--- src/rtl/debounce_entradas.sv ---
// Three-channel switch/sensor debouncer: two-flop synchroniser, per-channel
// agreement counter, registered edge pulses and a startup-settled flag.
module debounce_entradas #(
  parameter int DEB_MAX = 50000,
  parameter int CNT_W   = 16
) (
  input  logic clk,
  input  logic rst_n,
  input  logic L_raw,
  input  logic B_raw,
  input  logic Pre_raw,
  output logic L,
  output logic B,
  output logic Pre,
  output logic L_rise,
  output logic L_fall,
  output logic B_rise,
  output logic B_fall,
  output logic Pre_rise,
  output logic Pre_fall,
  output logic Valid
);

  localparam int N_CH = 3;
  localparam logic [CNT_W-1:0] CNT_LAST   = CNT_W'(DEB_MAX - 1);
  // One extra bit so DEB_MAX+1 fits even when DEB_MAX == 2**CNT_W.
  localparam logic [CNT_W:0]   START_LAST = (CNT_W + 1)'(DEB_MAX + 1);

  logic [N_CH-1:0]  raw;
  logic [N_CH-1:0]  s1;
  logic [N_CH-1:0]  s2;
  logic [N_CH-1:0]  stable;
  logic [N_CH-1:0]  rise;
  logic [N_CH-1:0]  fall;
  logic [CNT_W-1:0] cnt [N_CH];
  logic [CNT_W:0]   start_cnt;

  assign raw = {Pre_raw, B_raw, L_raw};

  // NOTE: sequential state uses non-blocking assignments so every register
  // samples the pre-edge values; blocking here would collapse s1/s2 into one flop.
  always_ff @(posedge clk) begin
    if (!rst_n) begin
      s1 <= '0;
      s2 <= '0;
    end else begin
      s1 <= raw;
      s2 <= s1;
    end
  end

  // NOTE: the counter array is only three words, so it is reset like any
  // other register; a reset taken on an accepting edge must also drop the pulse.
  always_ff @(posedge clk) begin
    if (!rst_n) begin
      stable <= '0;
      rise   <= '0;
      fall   <= '0;
      for (int ch = 0; ch < N_CH; ch++) cnt[ch] <= '0;
    end else begin
      for (int ch = 0; ch < N_CH; ch++) begin
        rise[ch] <= 1'b0;
        fall[ch] <= 1'b0;
        if (s2[ch] == stable[ch]) begin
          cnt[ch] <= '0;
        end else if (cnt[ch] == CNT_LAST) begin
          stable[ch] <= s2[ch];
          cnt[ch]    <= '0;
          rise[ch]   <= s2[ch];
          fall[ch]   <= ~s2[ch];
        end else begin
          cnt[ch] <= cnt[ch] + 1'b1;
        end
      end
    end
  end

  // Valid rises on the same edge a level held since release would be accepted.
  always_ff @(posedge clk) begin
    if (!rst_n) begin
      start_cnt <= '0;
      Valid     <= 1'b0;
    end else begin
      if (start_cnt != START_LAST) start_cnt <= start_cnt + 1'b1;
      if (start_cnt == START_LAST) Valid <= 1'b1;
    end
  end

  assign L        = stable[0];
  assign B        = stable[1];
  assign Pre      = stable[2];
  assign L_rise   = rise[0];
  assign L_fall   = fall[0];
  assign B_rise   = rise[1];
  assign B_fall   = fall[1];
  assign Pre_rise = rise[2];
  assign Pre_fall = fall[2];

endmodule

--- config.mk ---
export PLATFORM = sky130hd
export DESIGN_NAME = debounce_entradas
export DESIGN_NICKNAME = d
export VERILOG_FILES = /design/src/rtl/debounce_entradas.sv
export SDC_FILE = /design/constraint.sdc
export NUM_CORES = 1
export LEC_CHECK = 0
export ABC_AREA = 1
export CAP_MARGIN = 25
export CORE_AREA = 2 2 94 96
export CTS_BUF_LIST = sky130_fd_sc_hd__clkbuf_8 sky130_fd_sc_hd__clkbuf_16
export CTS_CLUSTER_SIZE = 28
export DETAILED_ROUTE_END_ITERATION = 16
export DIE_AREA = 0 0 96 98
export PLACE_DENSITY = 0.71
export SETUP_SLACK_MARGIN = 0.1
export SYNTH_ARGS = -nofsm -noshare
export SYNTH_HDL_FRONTEND = slang
export SYNTH_SLANG_ARGS = --single-unit
export TNS_END_PERCENT = 20
--- constraint.sdc ---
create_clock -name clk -period 3.4 [get_ports clk]
set_clock_uncertainty 0.05 [all_clocks]
set_input_delay 0.68 -clock clk [delete_from_list [all_inputs] [get_ports clk]]
set_output_delay 0.68 -clock clk [all_outputs]
set_load 0.005 [all_outputs]
==> results.md, run 1 <==
- Yosys warnings: 0
- DR iter-0 viols: 154
- H-tree Lvls: 3
- Setup bufs post-CTS: 0
- Cell Rows: 34
- Vias per cell: 4.82
- GR Layer Usage met1: 0.261
- Final ANT Viol Nets: 0
- Vias: 3612
- Layout cells sized above 1: 0.101
- Tot GR Track Use: 0.190
- Number of clock sinks: 81
- Crit Path Max Fanout: 19
- Worst EP required: 3.54 ns
- Maximum clock frequency: 0.469 GHz
- CTS tree: built
- Crit path arrival time: 2.27 ns
- Initial antenna violation count: 0
- Critical Path Sink Type: flop
- Num CTS Buffers: 9
- Share of the synthesized area in the top cell type: 0.323
- Clock latency on the worst-skew pair: 0.35 ns
- Wire per inst: 10.5 um
- HP Class: flop to flop
- Met3 Use GR: 0.0370
- Min cycle time layout: 2.13 ns
- Syn Area/Cell: 7.83 sq um
- Max-cap violations: 0
- Die area: 9410 sq um
- Post-synthesis sequential area ratio: 0.472
- Max VDD drop: 0.239 mV
- Synth cell types: 33
- CTS Buffer Depth: 2
- Pre-CTS WS: 0.926 ns
- Die Y: 98 um
- Area growth from synthesis to layout: 13.2%
- Commonest cells in the netlist: nand2_1, nor2_1, inv_1, edfxtp_1, nand3_1
- CTS Hold Bufs: 0
- GR peak layer: met2
- DP Area: 4870 sq um
- PwrDens: 369 nW/um^2
- R2r setup slk: 1.63 ns
- Fin area: 5050 sq um
- Largest net degree at the start of global routing: 20
- Static leakage: 1.91 nW
- Initial DRT Pass Iterations: 5
- Overflow after GRT: 0
- RSZ-0062 raised after global routing: false
- Tcrit/Tclk final: 0.627
- Status: completed
- Gpl congestion: 0.945
- Number of global-route vias before repair: 3396
- Port Buffers: 14
- Residual DRC: 0
- CP Launch Type: primary input
- Synth Cell Area: 4460 sq um
- Post-DP HPWL: 5.88 mm
- Max-slew violations: 0
- Post-CTS sizing: 0
- Critical path class: primary input to flop
- Cells after Synth: 569
- Final setup viols: 0
- Core Util, Final: 0.596
- Root Driver: clkbuf_8
- First-pass GRT wire length: 14.4 mm
- Setup TNS: 0 ns
- Worst Setup Slack, final: 1.27 ns
- Ys flop type: edfxtp_1
- Initial core utilization: 0.527
- Area leader, netlist: edfxtp_1
- FFs w/ async S/R, synth: 0
- I/O pins: 15
- Core ar.: 8470 sq um
- Number of flops mapped to enable cells by yosys: 48
- Total wire length: 7.88 mm
- Die span in x: 96 um
- Final hold viol count: 0
- Top post-synthesis cells by area: edfxtp_1, dfxtp_1, nand2_1
- Register bit total from synthesis: 81
- Top-count cell post-synth: nand2_1
- Clock transition at the registers of the reported paths: 0.08 ns
- Nets@finish: 647
- Grt met2 use: 0.294
- ANT cells: 0
## worst max-delay path, cell delays in order
cell,delay [ns]
clkdlybuf4s50_1,0.50
buf_4,0.23
o21ai_1,0.12
a21oi_1,0.21
nand2_2,0.29
a21oi_1,0.23
## cell usage in the layout, fill, tap and decap left out, types with 2 or more instances in the layout
cell / Yosys / routed
ha_1: 5 / 5
dfxtp_1: 33 / 33
nand3_1: 37 / 37
nand4_1: 18 / 18
nand3_2: 4 / 4
conb_1: 1 / 48
clkinv_1: 1 / 2
or2_2: 2 / 2
clkdlybuf4s50_1: 0 / 14
nor2_4: 4 / 4
nor2_1: 97 / 97
nand3b_1: 2 / 2
o21ai_0: 15 / 15
nor2_2: 23 / 23
a21oi_2: 7 / 7
inv_2: 3 / 3
edfxtp_1: 48 / 48
inv_1: 69 / 72
nor3_1: 3 / 3
clkinv_2: 0 / 2
clkbuf_8: 0 / 9
xor2_1: 11 / 11
o21ai_1: 2 / 2
nand2_1: 124 / 124
a21oi_1: 33 / 33
xnor2_1: 7 / 7
nor3b_1: 2 / 2
nand2_2: 9 / 9
## stage by stage
step	hold WS (ns)	total power [W]	instances
floorplan	0.340	0.00119	616
finish	0.367	0.00186	750
global placement	0.345	0.00122	734
CTS	0.368	0.00188	750
global route	0.394	0.00195	750
detailed placement	0.349	0.00122	734
## power breakdown
| group | switching, W | leakage, nW | internal [W] |
|---|---|---|---|
| clock | 0.000336 | 0.104 | 0.000327 |
| combinational | 0.0000638 | 1.04 | 0.0000337 |
| sequential | 0.0000321 | 0.763 | 0.00107 |
## registers in the layout, summed over array words and instances (netlist names)
name       flops
stable         3
start_cnt     17
s1             3
cnt           48
rise           3
fall           3
s2             3
Valid          1
## per-layer routing
layer | routed length (um) | share of wire
met5 | 0 | 0
met1 | 3970 | 0.50
met3 | 225 | 0.029
met2 | 3570 | 0.45
met4 | 115 | 0.015
## final cells by class
cell class                      count  area [sq um]
Clock buffer                        9           124
Clock inverter                      7          55.1
Fill cell                         799          3420
Inverter                           73           274
Multi-Input combinational cell    457          2210
Sequential cell                    81          2100
Tap cell                          108           135
Timing Repair Buffer               15           148
## logic make-up (layout without fill, tap and decap cells)
kind of cell	after synthesis	after routing	share of synthesized area
AOI/OAI and AO/OA	59	59	0.0733
xor gates and xnor gates	18	18	0.0354
adders and majority gates	5	5	0.0140
buffers and inverters	78	104	0.0724
DFF	81	81	0.472
other	1	48	0.000841
and+or+nand+nor	327	327	0.333
## worst paths after layout
kind	start	to	cells past startpoint
setup reg to reg	cnt[1][0]	cnt[1][8]	6
hold reg to reg	s1[1]	s2[1]	2
setup / recovery	rst_n	cnt[1][8]	6
hold / removal	s1[1]	s2[1]	2
Power figures use the tool's default switching activity.
==> run 2: changes to the inputs <==
Clock period 3.4 ns to 2 ns, I/O delays scaled along.
==> results.md, run 2 (synthesis gave the netlist of run 1 again) <==
- Number of clock sinks: 81 (unchanged)
- CTS Hold Bufs: 0 (unchanged)
- Max VDD drop: 0.392 mV (was 0.239 mV)
- Area of the multi-input gates: 2210 sq um (about the same)
- Vias: 3680 (was 3612)
- Core ar.: 8470 sq um (unchanged)
- Port Buffers: 14 (unchanged)
- Nets@finish: 649 (was 647)
- CP max stage delay: 0.53 ns (was 0.50 ns)
- Layout cells sized above 1: 0.106 (was 0.101)
- Final hold viol count: 0 (unchanged)
- DP Area: 4900 sq um (was 4870 sq um)
- Crit path to: L (was cnt[1][8])
- Wire per inst: 11.0 um (was 10.5 um)
- Root Driver: clkbuf_8 (unchanged)
- Critical path class: flop to primary output (was primary input to flop)
- Number of global-route vias before repair: 3321 (was 3396)
- Fin cells: 752 (was 750)
- Tot GR Track Use: 0.188 (was 0.190)
- ANT cells: 0 (unchanged)
- Commonest non-fill, non-tap cell in the layout: nand2_1 (unchanged)
- Pre-CTS WS: -0.126 ns (was 0.926 ns)
- Max-cap violations: 0 (unchanged)
- Tcrit/Tclk final: 0.856
- Stages on worst setup path: 1 (was 6)
- Total wire length: 8.24 mm (was 7.88 mm)
- Status: completed (unchanged)
- Worst r2r path cells: 6 (unchanged)
- Gpl congestion: 0.863 (was 0.945)
- Worst EP required: 1.55 ns (was 3.54 ns)
- Die area: 9410 sq um (unchanged)
- Maximum clock frequency: 0.584 GHz
- Setup TNS: 0 ns (unchanged)
- R2r setup slk: 0.30 ns (was 1.63 ns)
- Crit path arrival time: 1.26 ns (was 2.27 ns)
- PwrDens: 630 nW/um^2 (was 369 nW/um^2)
- CP Launch Type: flop (was primary input)
- Clock latency on the worst-skew pair: 0.34 ns (was 0.35 ns)
- H-tree Lvls: 3 (unchanged)
- Post-CTS sizing: 0 (unchanged)
- Initial antenna violation count: 0 (unchanged)
- Max-slew violations: 0 (unchanged)
- Post-DP HPWL: 6.11 mm (was 5.88 mm)
- CP bufs+invs: 1 (was 2)
- Worst Setup Slack, final: 0.287 ns (was 1.27 ns)
- Critical-path top delay cell: clkdlybuf4s50_1 (unchanged)
- Num CTS Buffers: 9 (unchanged)
- I/O pins: 15 (unchanged)
- Fin area: 5090 sq um (was 5050 sq um)
- Final setup viols: 0 (unchanged)
- Largest register FFs: 48 (unchanged)
- Setup bufs post-CTS: 0 (unchanged)
- First-pass GRT wire length: 14.2 mm (was 14.4 mm)
- Filler Cell Count: 774 (was 799)
- Critical Path Sink Type: primary output (was flop)
- DR iter-0 viols: 111 (was 154)
- Placed insts: 736 (was 734)
- Static leakage: 1.92 nW (was 1.91 nW)
- Clock transition at the registers of the reported paths: 0.08 ns (about the same)
- HP Class: flop to flop (unchanged)
- Critical path cell sequence: clkdlybuf4s50_1 (was clkdlybuf4s50_1 > buf_4 > o21ai_1 > a21oi_1 > nand2_2 > a21oi_1)
- Crit Path Max Fanout: 3 (was 19)
- Setup crit start: stable[0] (was rst_n)
- Crit-path leading delay family: buffers and inverters (unchanged)
- CTS tree: built (unchanged)
- Overflow after GRT: 0 (unchanged)
- CTS Buffer Depth: 2 (unchanged)
- Initial core utilization: 0.527 (unchanged)
- RR Endpoint: cnt[2][8] (was cnt[1][8])
- Die Y: 98 um (unchanged)
- Commonest non-fill, non-tap cells in the layout: nand2_1, nor2_1, inv_1 (unchanged)
- Vias per cell: 4.89 (was 4.82)
- Worst r2r src: cnt[2][0] (was cnt[1][0])
- Cell Rows: 34 (unchanged)
- Residual DRC: 0 (unchanged)
- Area growth from synthesis to layout: 14.2% (was 13.2%)
- Final ANT Viol Nets: 0 (unchanged)
- Initial DRT Pass Iterations: 4 (was 5)
- Largest net degree at the start of global routing: 17 (was 20)
- Reg with most FFs: cnt (unchanged)
- RSZ-0062 raised after global routing: false (unchanged)
- Min cycle time layout: 1.71 ns
- Die span in x: 96 um (unchanged)
- FF/Latch Area: 2100 sq um (unchanged)
- Regs by FF count: cnt: 48 flops, start_cnt: 17 flops (unchanged)
[run 2: changes by cell type in the layout (fill, tap and decap cells not counted)]
cell / previous run / this run
inv_1: 72 / 71
clkbuf_8: 9 / 10
buf_12: 0 / 1
buf_4: 1 / 2
nand2_4: 0 / 1
nand2_2: 9 / 8
[run 2: area by class of cell]
| cell class | count | share of cell area |
|---|---|---|
| clock buffers | 10 | 0.0270 |
| clock inverters | 6 | 0.0101 |
| inverters | 73 | 0.0538 |
| multi-input cells | 457 | 0.435 |
| flip-flops and latches | 81 | 0.413 |
| well taps | 108 | 0.0265 |
| repair buffers | 17 | 0.0344 |
[run 2: power breakdown]
part | leakage (nW) | internal, W | switching (W)
combinational | 1.06 | 0.0000607 | 0.000111
sequential | 0.763 | 0.00182 | 0.0000558
clock | 0.106 | 0.000595 | 0.000569
[run 2: worst min path at each step]
stage               start    end  slack, ns  cells past startpoint
floorplan           s1[0]  s2[0]       0.34                      2
global placement    s1[0]  s2[0]       0.35                      2
detailed placement  s1[0]  s2[0]       0.35                      2
CTS                 s1[0]  s2[0]       0.37                      2
global route        s1[0]  s2[0]       0.38                      2
finish              s1[0]  s2[0]       0.37                      2
[run 2: metrics by stage]
stage	power [W]	hold WS, ns	utilization
finish	0.00321	0.367	0.601
global route	0.00335	0.380	0.601
CTS	0.00324	0.368	0.601
detailed placement	0.00208	0.349	0.578
global placement	0.00207	0.350	0.578
floorplan	0.00203	0.340	-
[run 2: per-layer routing]
| metal | track usage | up-vias | wire length, um |
|---|---|---|---|
| li1 | - | 1930 | - |
| met1 | 0.250 | 1693 | 3950 |
| met2 | 0.306 | 50 | 3930 |
| met3 | 0.0424 | 7 | 276 |
| met4 | 0.0527 | 0 | 79 |
| met5 | 0 | - | 0 |
==> run 3: changes to the inputs <==
Settings changed: CORE_AREA 2 2 94 96 to 2 2 125 127, DIE_AREA 0 0 96 98 to 0 0 127 129, PLACE_DENSITY 0.71 to default.
==> results.md, run 3 (synthesis gave the netlist of run 1 again) <==
- Tot GR Track Use: 0.113 (was 0.188)
- Placed insts: 818 (was 736)
- Setup bufs post-CTS: 0 (unchanged)
- I/O pins: 15 (unchanged)
- Final hold viol count: 0 (unchanged)
- CTS tree: built (unchanged)
- Crit path arrival time: 1.25 ns (was 1.26 ns)
- Number of global-route vias before repair: 3437 (was 3321)
- Residual DRC: 0 (unchanged)
- Num CTS Buffers: 9 (unchanged)
- Initial core utilization: 0.298 (was 0.527)
- Nets@finish: 651 (was 649)
- Post-DP HPWL: 6.33 mm (was 6.11 mm)
- RR Endpoint: cnt[0][11] (was cnt[2][8])
- Initial DRT Pass Iterations: 4 (unchanged)
- Initial antenna violation count: 0 (unchanged)
- Commonest non-fill, non-tap cell in the layout: nand2_1 (unchanged)
- Hold Path Sink: s2[0] (unchanged)
- Final setup viols: 0 (unchanged)
- HP Class: flop to flop (unchanged)
- Die Y: 129 um (was 98 um)
- DR iter-0 viols: 180 (was 111)
- Worst EP required: 1.55 ns (about the same)
- Static leakage: 1.98 nW (was 1.92 nW)
- Critical-path top delay cell: clkdlybuf4s50_1 (unchanged)
- Filler Cell Count: 1589 (was 774)
- Clock latency on the worst-skew pair: 0.33 ns (was 0.34 ns)
- First-pass GRT wire length: 15.2 mm (was 14.2 mm)
- Die area: 16400 sq um (was 9410 sq um)
- Max-slew violations: 0 (unchanged)
- Clock transition at the registers of the reported paths: 0.06 ns (was 0.08 ns)
- Vias: 3581 (was 3680)
- Fin area: 5310 sq um (was 5090 sq um)
- Critical path cell sequence: clkdlybuf4s50_1 (unchanged)
- FF/Latch Area: 2100 sq um (unchanged)
- Port Buffers: 14 (unchanged)
- Area of the multi-input gates: 2210 sq um (unchanged)
- Setup TNS: 0 ns (unchanged)
- Min cycle time layout: 1.70 ns (was 1.71 ns)
- R2r setup slk: 0.30 ns (about the same)
- DP Area: 5000 sq um (was 4900 sq um)
- Gpl congestion: 0.774 (was 0.863)
- Tcrit/Tclk final: 0.850 (was 0.856)
- Max-cap violations: 0 (unchanged)
- CTS Hold Bufs: 0 (unchanged)
- Reg with most FFs: cnt (unchanged)
- Core ar.: 15000 sq um (was 8470 sq um)
- Commonest non-fill, non-tap cells in the layout: nand2_1, nor2_1, inv_1 (unchanged)
- Worst r2r src: cnt[0][0] (was cnt[2][0])
- RSZ-0062 raised after global routing: true (was false)
- Die span in x: 127 um (was 96 um)
- CP max stage delay: 0.53 ns (about the same)
- Critical path class: flop to primary output (unchanged)
- Status: completed (unchanged)
- H-tree Lvls: 3 (unchanged)
- PwrDens: 703 nW/um^2 (was 630 nW/um^2)
- WHS: 0.368 ns (was 0.367 ns)
- Crit-path leading delay family: buffers and inverters (unchanged)
- Largest register FFs: 48 (unchanged)
- CP bufs+invs: 1 (unchanged)
- Crit Path Max Fanout: 4 (was 3)
- Maximum clock frequency: 0.588 GHz (was 0.584 GHz)
- Total wire length: 8.42 mm (was 8.24 mm)
- Regs by FF count: cnt: 48 flops, start_cnt: 17 flops (unchanged)
- Hold Path Stages: 2 (unchanged)
- Largest net degree at the start of global routing: 17 (unchanged)
- ANT cells: 0 (unchanged)
- Max VDD drop: 0.432 mV (was 0.392 mV)
- Fin cells: 834 (was 752)
- Wire per inst: 10.1 um (was 11.0 um)
- Critical Path Sink Type: primary output (unchanged)
- Vias per cell: 4.29 (was 4.89)
- Final ANT Viol Nets: 0 (unchanged)
- Core Util, Final: 0.355 (was 0.601)
- Area growth from synthesis to layout: 19.2% (was 14.2%)
- Worst r2r path cells: 6 (unchanged)
- Number of clock sinks: 81 (unchanged)
- Overflow after GRT: 0 (unchanged)
- Cell Rows: 45 (was 34)
- Layout cells sized above 1: 0.110 (was 0.106)
- CP Launch Type: flop (unchanged)
- HP Start: s1[0] (unchanged)
- CTS Buffer Depth: 2 (unchanged)
- Root Driver: clkbuf_16 (was clkbuf_8)
-- run 3: cell types whose count changed in the layout (fill, tap and decap cells not counted) --
cell / delta
buf_12: -1
buf_4: +3
clkbuf_16: +9
clkbuf_8: -7
clkinv_1: -1
clkinv_2: -1
-- run 3: layout make-up --
cell class              count  area share
inverters                  73      0.0516
well taps                 188      0.0443
multi-input cells         457       0.417
clock buffers              12      0.0502
repair buffers             19      0.0334
clock inverters             4     0.00801
flip-flops and latches     81       0.396
-- run 3: how the worst max path moves through the flow --
stage                     slack [ns]  startpoint    endpoint  cells past startpoint
after global placement         -0.06       rst_n  cnt[2][14]                      5
after CTS                       0.18   cnt[2][0]   cnt[2][4]                      6
after global routing            0.08   cnt[0][0]  cnt[0][11]                      6
final                           0.30   stable[1]           B                      1
after detailed placement       -0.10       rst_n   cnt[2][4]                      5
after floorplan                 0.45   cnt[2][0]   cnt[2][8]                      7
-- run 3: timing repair --
action                                  4_1_cts  5_1_grt
endpoints found under the setup margin        0       23
hold endpoints to repair                      0        0
gates resized for setup                       0        1
-- run 3: metal layers --
layer,up-vias,wire (um),track usage
met5,-,0,0
met2,38,3830,0.184
met1,1600,4260,0.148
met4,0,97,0.0330
li1,1934,-,-
met3,9,224,0.0308
-- run 3: metrics by stage --
stage | setup WS (ns) | total power (W)
after floorplan | 0.446 | 0.00203
after global placement | -0.0638 | 0.00208
after global routing | 0.0752 | 0.00389
after CTS | 0.175 | 0.00379
after detailed placement | -0.101 | 0.00208
final | 0.299 | 0.00374
-- run 3: power by group --
part / switching [W] / internal, W / leakage (nW)
clock network: 0.000633 / 0.00106 / 0.161
logic: 0.000110 / 0.0000610 / 1.06
registers: 0.0000547 / 0.00182 / 0.763
total: 0.000798 / 0.00294 / 1.98
